## src/rtl/hood_pkg.sv

```systemverilog
// Shared range-hood definitions: fan mode encodings, scheduler states and the
// default tick rate.
package hood_pkg;

    localparam logic [2:0] MODE_STANDBY = 3'b000;
    localparam logic [2:0] MODE_1       = 3'b001;
    localparam logic [2:0] MODE_2       = 3'b010;
    localparam logic [2:0] MODE_3       = 3'b011;
    localparam logic [2:0] MODE_CLEAN   = 3'b100;

    typedef enum logic [2:0] {
        OFF    = 3'd0,
        READY  = 3'd1,
        RUN    = 3'd2,
        EXIT   = 3'd3,
        LOCKED = 3'd4
    } sched_state_t;

    localparam int DEFAULT_CLK_PER_SEC = 100_000_000;

endpackage

```

## src/rtl/sec_tick_gen.sv

```systemverilog
// One-second tick prescaler. Emits a one-cycle tick at terminal count.
// Also reused by the self-clean timer.
module sec_tick_gen
    import hood_pkg::*;
#(
    parameter int CLK_PER_SEC = DEFAULT_CLK_PER_SEC
) (
    input  logic clk,
    input  logic rst,
    input  logic en,
    input  logic clr,
    output logic tick
);

    localparam int CNT_W = (CLK_PER_SEC > 1) ? $clog2(CLK_PER_SEC) : 1;
    localparam logic [CNT_W-1:0] TERM = CNT_W'(CLK_PER_SEC - 1);

    logic [CNT_W-1:0] cnt;

    assign tick = en && (cnt == TERM);

    // clr wins over en so a fresh countdown always starts with a full second
    always_ff @(posedge clk or negedge rst) begin
        if (!rst) begin
            cnt <= '0;
        end else if (clr) begin
            cnt <= '0;
        end else if (en) begin
            cnt <= tick ? '0 : cnt + CNT_W'(1);
        end
    end

endmodule

```

## src/rtl/hurricane_scheduler.sv

```systemverilog
// Hurricane (mode 3) scheduler: arms once per power-on session, runs the
// countdown, forces the exit and picks the exit target (mode 2 or standby).
module hurricane_scheduler
    import hood_pkg::*;
#(
    parameter int CLK_PER_SEC   = DEFAULT_CLK_PER_SEC,
    parameter int HURRICANE_SEC = 60,
    parameter int SEC_W         = 8
) (
    input  logic             clk,
    input  logic             rst,
    input  logic             machine_state,
    input  logic [2:0]       mode_state,
    input  logic             menu_btn,
    output logic             hurricane_mode_enabled,
    output logic             return_state,
    output logic             countdown_active,
    output logic [SEC_W-1:0] remain_sec,
    output logic             locked
);

    sched_state_t     state_q, state_d;
    logic             en_d, ret_d, act_d, lock_d;
    logic [SEC_W-1:0] rem_d;
    logic             tick;
    logic             in_run;
    logic             mode3;

    assign in_run = (state_q == RUN);
    assign mode3  = (mode_state == MODE_3);

    sec_tick_gen #(.CLK_PER_SEC(CLK_PER_SEC)) u_sec_tick (
        .clk  (clk),
        .rst  (rst),
        .en   (in_run),
        .clr  (!in_run),
        .tick (tick)
    );

    always_comb begin
        state_d = state_q;
        en_d    = hurricane_mode_enabled;
        ret_d   = return_state;
        act_d   = countdown_active;
        rem_d   = remain_sec;
        lock_d  = locked;
        if (!machine_state) begin
            // power-off ends the session and clears the lockout
            state_d = OFF;
            en_d    = 1'b0;
            ret_d   = 1'b0;
            act_d   = 1'b0;
            rem_d   = '0;
            lock_d  = 1'b0;
        end else begin
            case (state_q)
                OFF: begin
                    state_d = READY;
                    en_d    = 1'b1;
                    ret_d   = 1'b0;
                    act_d   = 1'b0;
                    rem_d   = '0;
                    lock_d  = 1'b0;
                end
                READY: begin
                    en_d = 1'b1;
                    if (mode3) begin
                        state_d = RUN;
                        rem_d   = SEC_W'(HURRICANE_SEC);
                        ret_d   = 1'b0;
                        act_d   = 1'b1;
                    end
                end
                RUN: begin
                    if (!mode3) begin
                        state_d = LOCKED;
                        en_d    = 1'b0;
                        act_d   = 1'b0;
                        rem_d   = '0;
                        ret_d   = 1'b0;
                        lock_d  = 1'b1;
                    end else if (tick && remain_sec == SEC_W'(1)) begin
                        // expiry: a menu press on this cycle is deliberately dropped
                        state_d = EXIT;
                        en_d    = 1'b0;
                        act_d   = 1'b0;
                        rem_d   = '0;
                    end else begin
                        if (tick && remain_sec != '0) begin
                            rem_d = remain_sec - SEC_W'(1);
                        end
                        if (menu_btn) begin
                            ret_d = !return_state;
                        end
                    end
                end
                EXIT: begin
                    en_d = 1'b0;
                    if (!mode3) begin
                        state_d = LOCKED;
                        lock_d  = 1'b1;
                        ret_d   = 1'b0;
                    end
                end
                LOCKED: begin
                    en_d   = 1'b0;
                    lock_d = 1'b1;
                    ret_d  = 1'b0;
                end
                default: begin
                    state_d = OFF;
                    en_d    = 1'b0;
                    ret_d   = 1'b0;
                    act_d   = 1'b0;
                    rem_d   = '0;
                    lock_d  = 1'b0;
                end
            endcase
        end
    end

    always_ff @(posedge clk or negedge rst) begin
        if (!rst) begin
            state_q                <= OFF;
            hurricane_mode_enabled <= 1'b0;
            return_state           <= 1'b0;
            countdown_active       <= 1'b0;
            remain_sec             <= '0;
            locked                 <= 1'b0;
        end else begin
            state_q                <= state_d;
            hurricane_mode_enabled <= en_d;
            return_state           <= ret_d;
            countdown_active       <= act_d;
            remain_sec             <= rem_d;
            locked                 <= lock_d;
        end
    end

endmodule

```

## config.mk

```make
export PLATFORM = sky130hd
export DESIGN_NAME = hurricane_scheduler
export DESIGN_NICKNAME = d
export VERILOG_FILES = /design/src/rtl/hood_pkg.sv /design/src/rtl/sec_tick_gen.sv /design/src/rtl/hurricane_scheduler.sv
export SDC_FILE = /design/constraint.sdc
export NUM_CORES = 1
export LEC_CHECK = 0
export BUFFER_PORTS_ARGS = -buffer_cell sky130_fd_sc_hd__buf_2
export CELL_PAD_IN_SITES_DETAIL_PLACEMENT = 0
export CELL_PAD_IN_SITES_GLOBAL_PLACEMENT = 2
export CORE_MARGIN = 8
export CORE_UTILIZATION = 37
export DETAILED_ROUTE_END_ITERATION = 16
export PLACE_DENSITY_LB_ADDON = 0.15
export SLEW_MARGIN = 0
export SYNTH_ARGS = -nofsm -noshare
export SYNTH_HDL_FRONTEND = slang
export SYNTH_SLANG_ARGS = --single-unit
```

## constraint.sdc

```tcl
create_clock -name clk -period 3 [get_ports clk]
set_input_delay 0.15 -clock clk [delete_from_list [all_inputs] [get_ports clk]]
set_output_delay 0.15 -clock clk [all_outputs]
set_load 0.02 [all_outputs]
```

==> results.py <==
metrics = {
    "timing": {
        "fin_crit_sh_pct": 92.2,
        "clock.fmax_ghz": 0.362,
        "finalWorstSetupSlack_ns": 0.235,
        "period_needed_ns": 2.77,
        "max_slew_margin_pct": 36.0,
        "worst_pin_slew_ns": 0.959,
        "hold_violations": 0,
        "drv_slew": 0,
        "grt_setup_unrepaired": "no",
        "fin_setup_tns_ns": 0,
        "setup_violations": 0,
        "skew_ns": 0.00396,
    },
    "grt": {
        "grt_max_degree": 43,
        "grt_first_pass_wirelength_um": 8540,
        "grtUsageTotal_pct": 12.2,
        "gr-total-overflow": 0,
        "grt_pass1_vias": 1727,
        "antenna_found_initial": 0,
    },
    "logic_synthesis": {
        "synthFlopType": "dfrtp_1",
        "yosysMostFrequentCell": "dfrtp_1",
        "netlist-cell-type-count": 41,
        "syn_inst": 242,
        "synth_top_area_share_pct": 47.2,
        "yosysTopAreaCell": "dfrtp_1",
        "syn_area_um2": 2230,
        "synth_area_leaders": "dfrtp_1 47%, nor2_1 6.7%, xor2_1 5.9%",
        "synth_area_per_cell_um2": 9.21,
        "synthTopCellsByCount": "42 x dfrtp_1, 40 x nor2_1, 20 x nand2_1",
        "yosysSeqAreaShare_pct": 47.2,
        "async_reset_ff_share_pct": 100,
        "syn-num-nets": 252,
        "synth_edf_count": 0,
        "ys_warn_count": 0,
        "ys_ff_latch": 42,
    },
    "route": {
        "drt_iter0_markers": 98,
        "postRouteAntennaNets": 0,
        "vias": 1736,
        "wire_per_inst_um": 14.2,
        "drc": 0,
        "drt-pass1-iter-count": 4,
        "via_per_inst": 5.06,
        "wirelength_um": 4870,
    },
    "power": {
        "p_total_mw": 1.14,
        "p_leak_nw": 1.05,
        "ir_drop_mv": 0.264,
        "powerDensity_nw_per_um2": 450,
    },
    "finish": {
        "antenna_cells": 0,
        "drive_gt1_share_pct": 13.4,
        "area_growth_syn_to_layout_pct": 13.8,
        "layout.nets": 277,
    },
    "clock_tree": {
        "cts_tree": "yes",
        "hold_buffers": 0,
        "cts_setup_buffers": 0,
        "cts_sinks": 42,
        "post_cts_resized": 0,
        "cts_max_path_buffers": 2,
        "clock_latency_ns": 0.30,
        "clk_pin_slew_ns": 0.08,
        "cts_made_buffers": 5,
        "htreeDepth": 2,
        "root_buffer": "clkbuf_8",
    },
    "min_path": {
        "min_path_type": "in -> async",
    },
    "worst_setup_path": {
        "path_cells": "or4b_1 > or4_1 > or4_1 > nor2b_4 > a21oi_4 > mux2_1",
        "arrival_ns": 2.95,
        "crit_type": "reg -> reg",
        "endpoint_kind": "flop",
        "cp_common_cell": "or4_1",
        "cp_slowest_stage_delay_ns": 0.52,
        "cp.required_ns": 3.19,
        "cp-start-kind": "flop",
        "cp_slowest_cell": "or4_1",
        "worstPathMaxFanout": 8,
    },
    "place": {
        "gp_congestion": 0.787,
        "dpl.hpwl_um": 3430,
        "pre_cts_ws_ns": 0.233,
        "place.port_buffers": 18,
    },
    "run_status": {
        "status": "finished, final reports clean",
    },
    "die": {
        "dieArea_um2": 8760,
        "io_pins": 19,
        "core-area_um2": 5890,
        "die_x_um": 93.6,
        "chipHeight_um": 93.6,
        "start_util_pct": 37.9,
        "placementRows": 28,
    },
    "flow_run": {
        "cap_violations": 0,
    },
}
cell families after synthesis:
group / share of synthesized area (%)
AND/OR/NAND/NOR: 29.0
adder cells (fa/ha/maj): 1.68
XOR/XNOR: 10.6
flip-flops: 47.2
multiplexers: 0.505
AO/OA/AOI/OAI: 7.75
buffers and inverters: 3.26
power by group:
group / switching [mW] / total, mW / internal [mW]
registers: 0.0127 / 0.589 / 0.576
clock network: 0.201 / 0.446 / 0.245
logic: 0.0668 / 0.105 / 0.0383
state kept, by name (all words and copies together) (netlist names):
name,flops
state_q,3
locked,1
return_state,1
u_sec_tick.cnt,27
countdown_active,1
remain_sec,8
hurricane_mode_enabled,1
metal layers:
layer  up-vias  share of wire (%)  global-route usage, %
li1        885                  -                      -
met1       821                 50                   16.3
met5         -                  0                      0
met2        24                 45                   18.4
met3         6                4.1                   3.29
met4         0                1.1                   3.96
per-stage QoR:
stage	std cells	area (um2)	hold WS (ns)	utilization, %
6_report	343	2530	0.000200	43.1
3_5_place_dp	335	2430	0.362	41.2
4_1_cts	343	2530	0.0385	43.1
3_3_place_gp	335	2430	0.360	41.2
5_1_grt	343	2530	0.0867	43.1
2_1_floorplan	242	2230	-0.146	-
final timing paths:
kind	from	endpoint	slack (ns)	cells past startpoint
setup / recovery	u_sec_tick.cnt[8]	countdown_active	0.23	6
hold / removal	rst	locked	0.0002	1
setup reg to reg	u_sec_tick.cnt[8]	countdown_active	0.23	6
hold reg to reg	u_sec_tick.cnt[0]	u_sec_tick.cnt[0]	0.49	1
max in group asynchronous	rst	u_sec_tick.cnt[16]	2.41	1
min in group clk	machine_state	state_q[2]	0.17	2
final cells by class:
| cell class | instances | area [um2] |
|---|---|---|
| Clock buffer | 5 | 68.8 |
| Clock inverter | 3 | 40.0 |
| Fill cell | 623 | 3350 |
| Inverter | 9 | 33.8 |
| Multi-Input combinational cell | 184 | 1100 |
| Sequential cell | 42 | 1050 |
| Tap cell | 75 | 93.8 |
| Timing Repair Buffer | 25 | 143 |
critical path, delay by kind of cell (launching register included):
family | cells | cell delay (ns)
flip-flops | 1 | 0.44
AO/OA/AOI/OAI | 1 | 0.17
multiplexers | 1 | 0.33
AND/OR/NAND/NOR | 4 | 1.72
cells in the final DEF (no fill, tap or decap), types with 5 or more instances in the layout:
| cell type | netlist | final |
|---|---|---|
| a21oi_1 | 6 | 6 |
| buf_2 | 1 | 18 |
| buf_4 | 1 | 7 |
| clkbuf_8 | 0 | 5 |
| dfrtp_1 | 42 | 42 |
| inv_1 | 9 | 9 |
| nand2_1 | 20 | 20 |
| nand3_1 | 14 | 14 |
| nor2_1 | 40 | 40 |
| nor3_1 | 7 | 7 |
| nor4_1 | 5 | 5 |
| o21ai_0 | 6 | 6 |
| o21ai_1 | 6 | 6 |
| or4_1 | 8 | 8 |
| xnor2_1 | 12 | 12 |
| xor2_1 | 15 | 15 |
Note: power is estimated with default switching activity, not from simulation.
